===== src/rtl/sisc_fetch_unit.sv =====
// Instruction-fetch stage: holds PC/IR, reads instruction memory over req/ack, resolves branches.
// Latency: fetch_go -> imem_req next cycle; ack in the REQ cycle -> fetch_done two cycles after fetch_go.
// Backpressure: waits on imem_ack for up to TIMEOUT WAIT cycles, then aborts with a NOOP and a sticky error.
module sisc_fetch_unit #(
    parameter int                 ADDR_W   = 16,
    parameter int                 TIMEOUT  = 15,
    parameter logic [ADDR_W-1:0]  RESET_PC = '0
) (
    input  logic              clk,
    input  logic              rst_f,
    input  logic              fetch_go,
    input  logic              br_eval,
    input  logic [3:0]        stat,
    output logic              imem_req,
    output logic [ADDR_W-1:0] imem_addr,
    input  logic              imem_ack,
    input  logic [31:0]       imem_rdata,
    output logic [31:0]       ir,
    output logic [3:0]        opcode,
    output logic [3:0]        mm,
    output logic [ADDR_W-1:0] pc,
    output logic              fetch_done,
    output logic              br_taken,
    output logic              fetch_err
);

    localparam logic [1:0] S_IDLE = 2'd0;
    localparam logic [1:0] S_REQ  = 2'd1;
    localparam logic [1:0] S_WAIT = 2'd2;

    localparam logic [3:0] OP_BRA = 4'd4;
    localparam logic [3:0] OP_BRR = 4'd5;
    localparam logic [3:0] OP_BNE = 4'd6;
    localparam logic [3:0] OP_BNR = 4'd7;

    logic [1:0]        state_q, state_d;
    logic [ADDR_W-1:0] pc_q, pc_d;
    logic [31:0]       ir_q, ir_d;
    logic [7:0]        cnt_q, cnt_d;
    logic              done_q, done_d;
    logic              taken_q, taken_d;
    logic              err_q, err_d;

    logic              br_cond;
    logic              br_hit;
    logic [ADDR_W-1:0] br_target;
    logic [7:0]        cnt_inc;

    // Request is decoded from state so an async reset drops it immediately.
    assign imem_req   = (state_q == S_REQ) || (state_q == S_WAIT);
    assign imem_addr  = pc_q;
    assign ir         = ir_q;
    assign opcode     = ir_q[31:28];
    assign mm         = ir_q[27:24];
    assign pc         = pc_q;
    assign fetch_done = done_q;
    assign br_taken   = taken_q;
    assign fetch_err  = err_q;

    assign cnt_inc = cnt_q + 8'd1;

    // Branch decision and target; pc_q already points past the branch instruction.
    always_comb begin
        br_cond   = |(ir_q[27:24] & stat);
        br_hit    = 1'b0;
        br_target = pc_q;
        case (ir_q[31:28])
            OP_BRA: begin
                br_hit    = br_cond;
                br_target = ir_q[ADDR_W-1:0];
            end
            OP_BRR: begin
                br_hit    = br_cond;
                br_target = pc_q + ADDR_W'({{16{ir_q[15]}}, ir_q[15:0]});
            end
            OP_BNE: begin
                br_hit    = !br_cond;
                br_target = ir_q[ADDR_W-1:0];
            end
            OP_BNR: begin
                br_hit    = !br_cond;
                br_target = pc_q + ADDR_W'({{16{ir_q[15]}}, ir_q[15:0]});
            end
            default: begin
                br_hit    = 1'b0;
                br_target = pc_q;
            end
        endcase
    end

    // Fetch FSM next-state: request, wait with timeout, capture, and branch redirect in IDLE.
    always_comb begin
        state_d = state_q;
        pc_d    = pc_q;
        ir_d    = ir_q;
        cnt_d   = cnt_q;
        done_d  = 1'b0;
        taken_d = 1'b0;
        err_d   = err_q;
        case (state_q)
            S_IDLE: begin
                if (fetch_go && br_eval) begin
                    // Conflicting commands: neither is honoured.
                    err_d = 1'b1;
                end else if (fetch_go) begin
                    state_d = S_REQ;
                end else if (br_eval && br_hit) begin
                    pc_d    = br_target;
                    taken_d = 1'b1;
                end
            end
            S_REQ: begin
                cnt_d = 8'd0;
                if (fetch_go || br_eval) err_d = 1'b1;
                if (imem_ack) begin
                    ir_d    = imem_rdata;
                    pc_d    = pc_q + {{(ADDR_W-1){1'b0}}, 1'b1};
                    done_d  = 1'b1;
                    state_d = S_IDLE;
                end else begin
                    state_d = S_WAIT;
                end
            end
            S_WAIT: begin
                if (fetch_go || br_eval) err_d = 1'b1;
                if (imem_ack) begin
                    ir_d    = imem_rdata;
                    pc_d    = pc_q + {{(ADDR_W-1){1'b0}}, 1'b1};
                    done_d  = 1'b1;
                    cnt_d   = 8'd0;
                    state_d = S_IDLE;
                end else if (cnt_inc == 8'(TIMEOUT)) begin
                    // Memory never answered: retire a NOOP, keep PC, flag the error.
                    ir_d    = 32'd0;
                    err_d   = 1'b1;
                    done_d  = 1'b1;
                    cnt_d   = 8'd0;
                    state_d = S_IDLE;
                end else begin
                    cnt_d = cnt_inc;
                end
            end
            default: begin
                state_d = S_IDLE;
                cnt_d   = 8'd0;
            end
        endcase
    end

    // State and datapath registers with asynchronous active-low reset.
    always_ff @(posedge clk or negedge rst_f) begin
        if (!rst_f) begin
            state_q <= S_IDLE;
            pc_q    <= RESET_PC;
            ir_q    <= 32'd0;
            cnt_q   <= 8'd0;
            done_q  <= 1'b0;
            taken_q <= 1'b0;
            err_q   <= 1'b0;
        end else begin
            state_q <= state_d;
            pc_q    <= pc_d;
            ir_q    <= ir_d;
            cnt_q   <= cnt_d;
            done_q  <= done_d;
            taken_q <= taken_d;
            err_q   <= err_d;
        end
    end

endmodule


===== config.mk =====
export PLATFORM = sky130hd
export DESIGN_NAME = sisc_fetch_unit
export DESIGN_NICKNAME = d
export VERILOG_FILES = /design/src/rtl/sisc_fetch_unit.sv
export SDC_FILE = /design/constraint.sdc
export NUM_CORES = 1
export LEC_CHECK = 0
export ABC_AREA = 1
export CAP_MARGIN = 20
export CORE_MARGIN = 5
export CORE_UTILIZATION = 45
export CTS_BUF_LIST = sky130_fd_sc_hd__clkbuf_2
export CTS_CLUSTER_DIAMETER = 60
export DETAILED_ROUTE_END_ITERATION = 6
export PLACE_DENSITY = 0.74
export RECOVER_POWER = 100
export REMOVE_ABC_BUFFERS = 1
export SETUP_SLACK_MARGIN = 0.1
export SYNTH_ARGS = -nofsm -noshare
export SYNTH_HDL_FRONTEND = slang
export SYNTH_SLANG_ARGS = --single-unit
export TNS_END_PERCENT = 20

===== constraint.sdc =====
create_clock -name clk -period 2.27 [get_ports clk]
set_clock_uncertainty 0.1 [all_clocks]
set_input_delay 0.454 -clock clk [delete_from_list [all_inputs] [get_ports clk]]
set_output_delay 0.454 -clock clk [all_outputs]
set_load 0.005 [all_outputs]

==> flow_summary.toml <==
[timing]
tightest_slew_ns = 1.49
final.min_clock_period_ns = 2.16
rsz0062_at_grt = "true"
finalSetupTns_ns = 0
setup_viol = 0
maxSlewHeadroom = 0.00426
hold_viol = 0
timing.fmax_mhz = 463
period_share = 0.951
slew_violations = 0

[logic_synthesis]
yosys_warnings = 0
synth_area_leaders = "dfrtp_1, nand2_1, o21ai_2"
synth-async-reset-ratio = 1.00
ys_types = 37
yosys.area.top_type_share = 0.331
ys_seq_area_frac = 0.331
synth_edf_count = 0
netlist_instances = 658
avgSynthCellArea_um2 = 7.01
yosysTopAreaCell = "dfrtp_1"
syn-cell-area_um2 = 4620
ys_seq_elements = 61
synth_ff_type = "dfrtp_1"

[clock_tree]
cts_buffers = 9
cts.sinks = 61
root_buffer = "clkbuf_2"
htreeDepth = 3
clk_pin_slew_ns = 0.21
clock_latency_ns = 0.50
clockBufferDepth = 2
cts_tree = "done"

[status]
outcome = "completed"

[flow_run]
drv_cap = 0

[worst_setup_path]
timing.rr.start = "imem_addr[5]"
critPathMaxFanout = 7
start_kind = "flip-flop"
cp.arrival_ns = 1.60
worst_setup_path_end_kind = "primary output"
r2r_end = "imem_addr[7]"
critPathKind = "reg -> out"
crit_family = "buffers and inverters"
worst-path-stages = 1
cp_data_required_time_ns = 1.72
r2r_slack_ns = 0.18
cp_num_buf_inv = 1
cp_slowest_stage_delay_ns = 0.56
critical_path.cell_chain = "clkdlybuf4s50_1"
ff2ff_path_depth = 11
crit_slowest_cell = "clkdlybuf4s50_1"

[power_and_ir_drop]
power_density_nw_per_um2 = 1460
static-leakage-power_nw = 3.04
irDropWorstVdd_uv = 754
power_mw = 8.67

[layout]
seq_area_um2 = 1530
num-nets-final = 833
multiInputGateArea_um2 = 2400
final_common_cell = "nand2_1"
drive_gt1_frac = 0.0710
area_growth_pct = 28.9
final_cell_mix = "nand2_1, inv_1, clkdlybuf4s50_1"
antenna_cells = 0
final_util = 0.584
fillers = 959

[worst_hold_path]
min_path_type = "in -> reg"
holdPathStages = 3
hp-start = "imem_rdata[18]"
holdPathEnd = "ir[18]"

[floorplan]
rows = 37
die_x_um = 111
initial_utilization = 0.453
fp.dieH_um = 111
core_area_um2 = 10200
ioPinCount = 117
die-area_um2 = 12400

[grt]
grt_max_degree = 37
grt_first_pass_wirelength_um = 20800
grtUsageTotal = 0.199
grt_pass1_vias = 4542
grt.overflow.total = 0
antenna_found_initial = 0

[drt]
drc = 0
first_pass_iters = 5
antenna_left = 0
vias = 4542
via_per_inst = 4.99
wl_um = 12200
drt_iter0_drc = 233
wire_per_inst_um = 13.4

[placement]
portBuffers = 116
dp_hpwl_um = 9570
gp_congestion = 0.924
==> sequential cells by signal, summed over array words and instances, names as in the netlist <==
register,cells
br_taken,1
cnt_q,8
fetch_done,1
fetch_err,1
imem_addr,16
ir,32
state_q,2
==> metal layers <==
| metal | track usage | wire length (um) | share of wire | vias up |
|---|---|---|---|---|
| met5 | 0 | 0 | 0 | - |
| met1 | 0.248 | 5290 | 0.43 | 2093 |
| li1 | - | - | - | 2309 |
| met4 | 0.0397 | 98 | 0.0081 | 0 |
| met3 | 0.0420 | 688 | 0.057 | 11 |
| met2 | 0.354 | 6090 | 0.50 | 129 |
==> final cells by class <==
cell class	count	share of cell area
clock buffers	9	0.00757
clock inverters	7	0.0208
inverters	74	0.0467
multi-input cells	482	0.403
flip-flops and latches	61	0.257
well taps	136	0.0286
repair buffers	142	0.236
==> logic make-up after synthesis <==
kind of cell    synth area share
compound gates             0.140
xor+xnor                  0.0209
fa+ha+maj                 0.0613
buf+inv                    0.129
flops                      0.331
simple gates               0.319
==> power breakdown <==
group	internal [mW]	switching, mW	leakage [nW]	total, mW
Combinational	2.61	3.12	2.19	5.73
Clock	0.480	0.440	0.0923	0.919
Sequential	1.55	0.475	0.761	2.02
==> timing repair <==
action,in CTS,in global routing
setup buffers,3,2
pin swaps,1,1
hold endpoints to repair,25,0
gates resized for setup,4,6
setup endpoints to repair,7,67
hold buffers,1,0
==> synth_stat cells (3+ instances only) <==
cell type / instances
nand2_1: 230
inv_1: 72
dfrtp_1: 61
nor2_1: 49
nand3_1: 40
o21ai_2: 32
a21oi_1: 28
buf_4: 25
ha_1: 21
o21ai_0: 18
nand4_1: 11
nor3_1: 10
o21a_1: 8
buf_6: 7
xor2_1: 7
xnor2_1: 4
clkbuf_1: 3
dlygate4sd1_1: 3
o211ai_1: 3
o22ai_1: 3
or2_2: 3
==> through the flow <==
step | hold slack, ns | instances | instance area [um2] | worst slack [ns]
finish | 0.385 | 911 | 5950 | 0.112
global route | 0.345 | 911 | 5950 | 0.00711
CTS | 0.345 | 909 | 6050 | 0.0783
detailed placement | 0.373 | 889 | 5840 | 0.138
global placement | 0.367 | 889 | 5840 | 0.193
floorplan | 0.0584 | 617 | 4300 | 0.191
==> how the worst max path moves through the flow <==
stage                       start       endpoint  slack, ns
detailed placement       imem_ack       cnt_q[1]       0.14
floorplan                cnt_q[1]          ir[0]       0.19
global placement         fetch_go   imem_addr[1]       0.19
global route         imem_addr[0]   imem_addr[6]      0.007
finish              imem_addr[12]  imem_addr[12]       0.11
CTS                  imem_addr[1]          pc[1]       0.08
No activity file was read; power rests on OpenSTA's default activity.
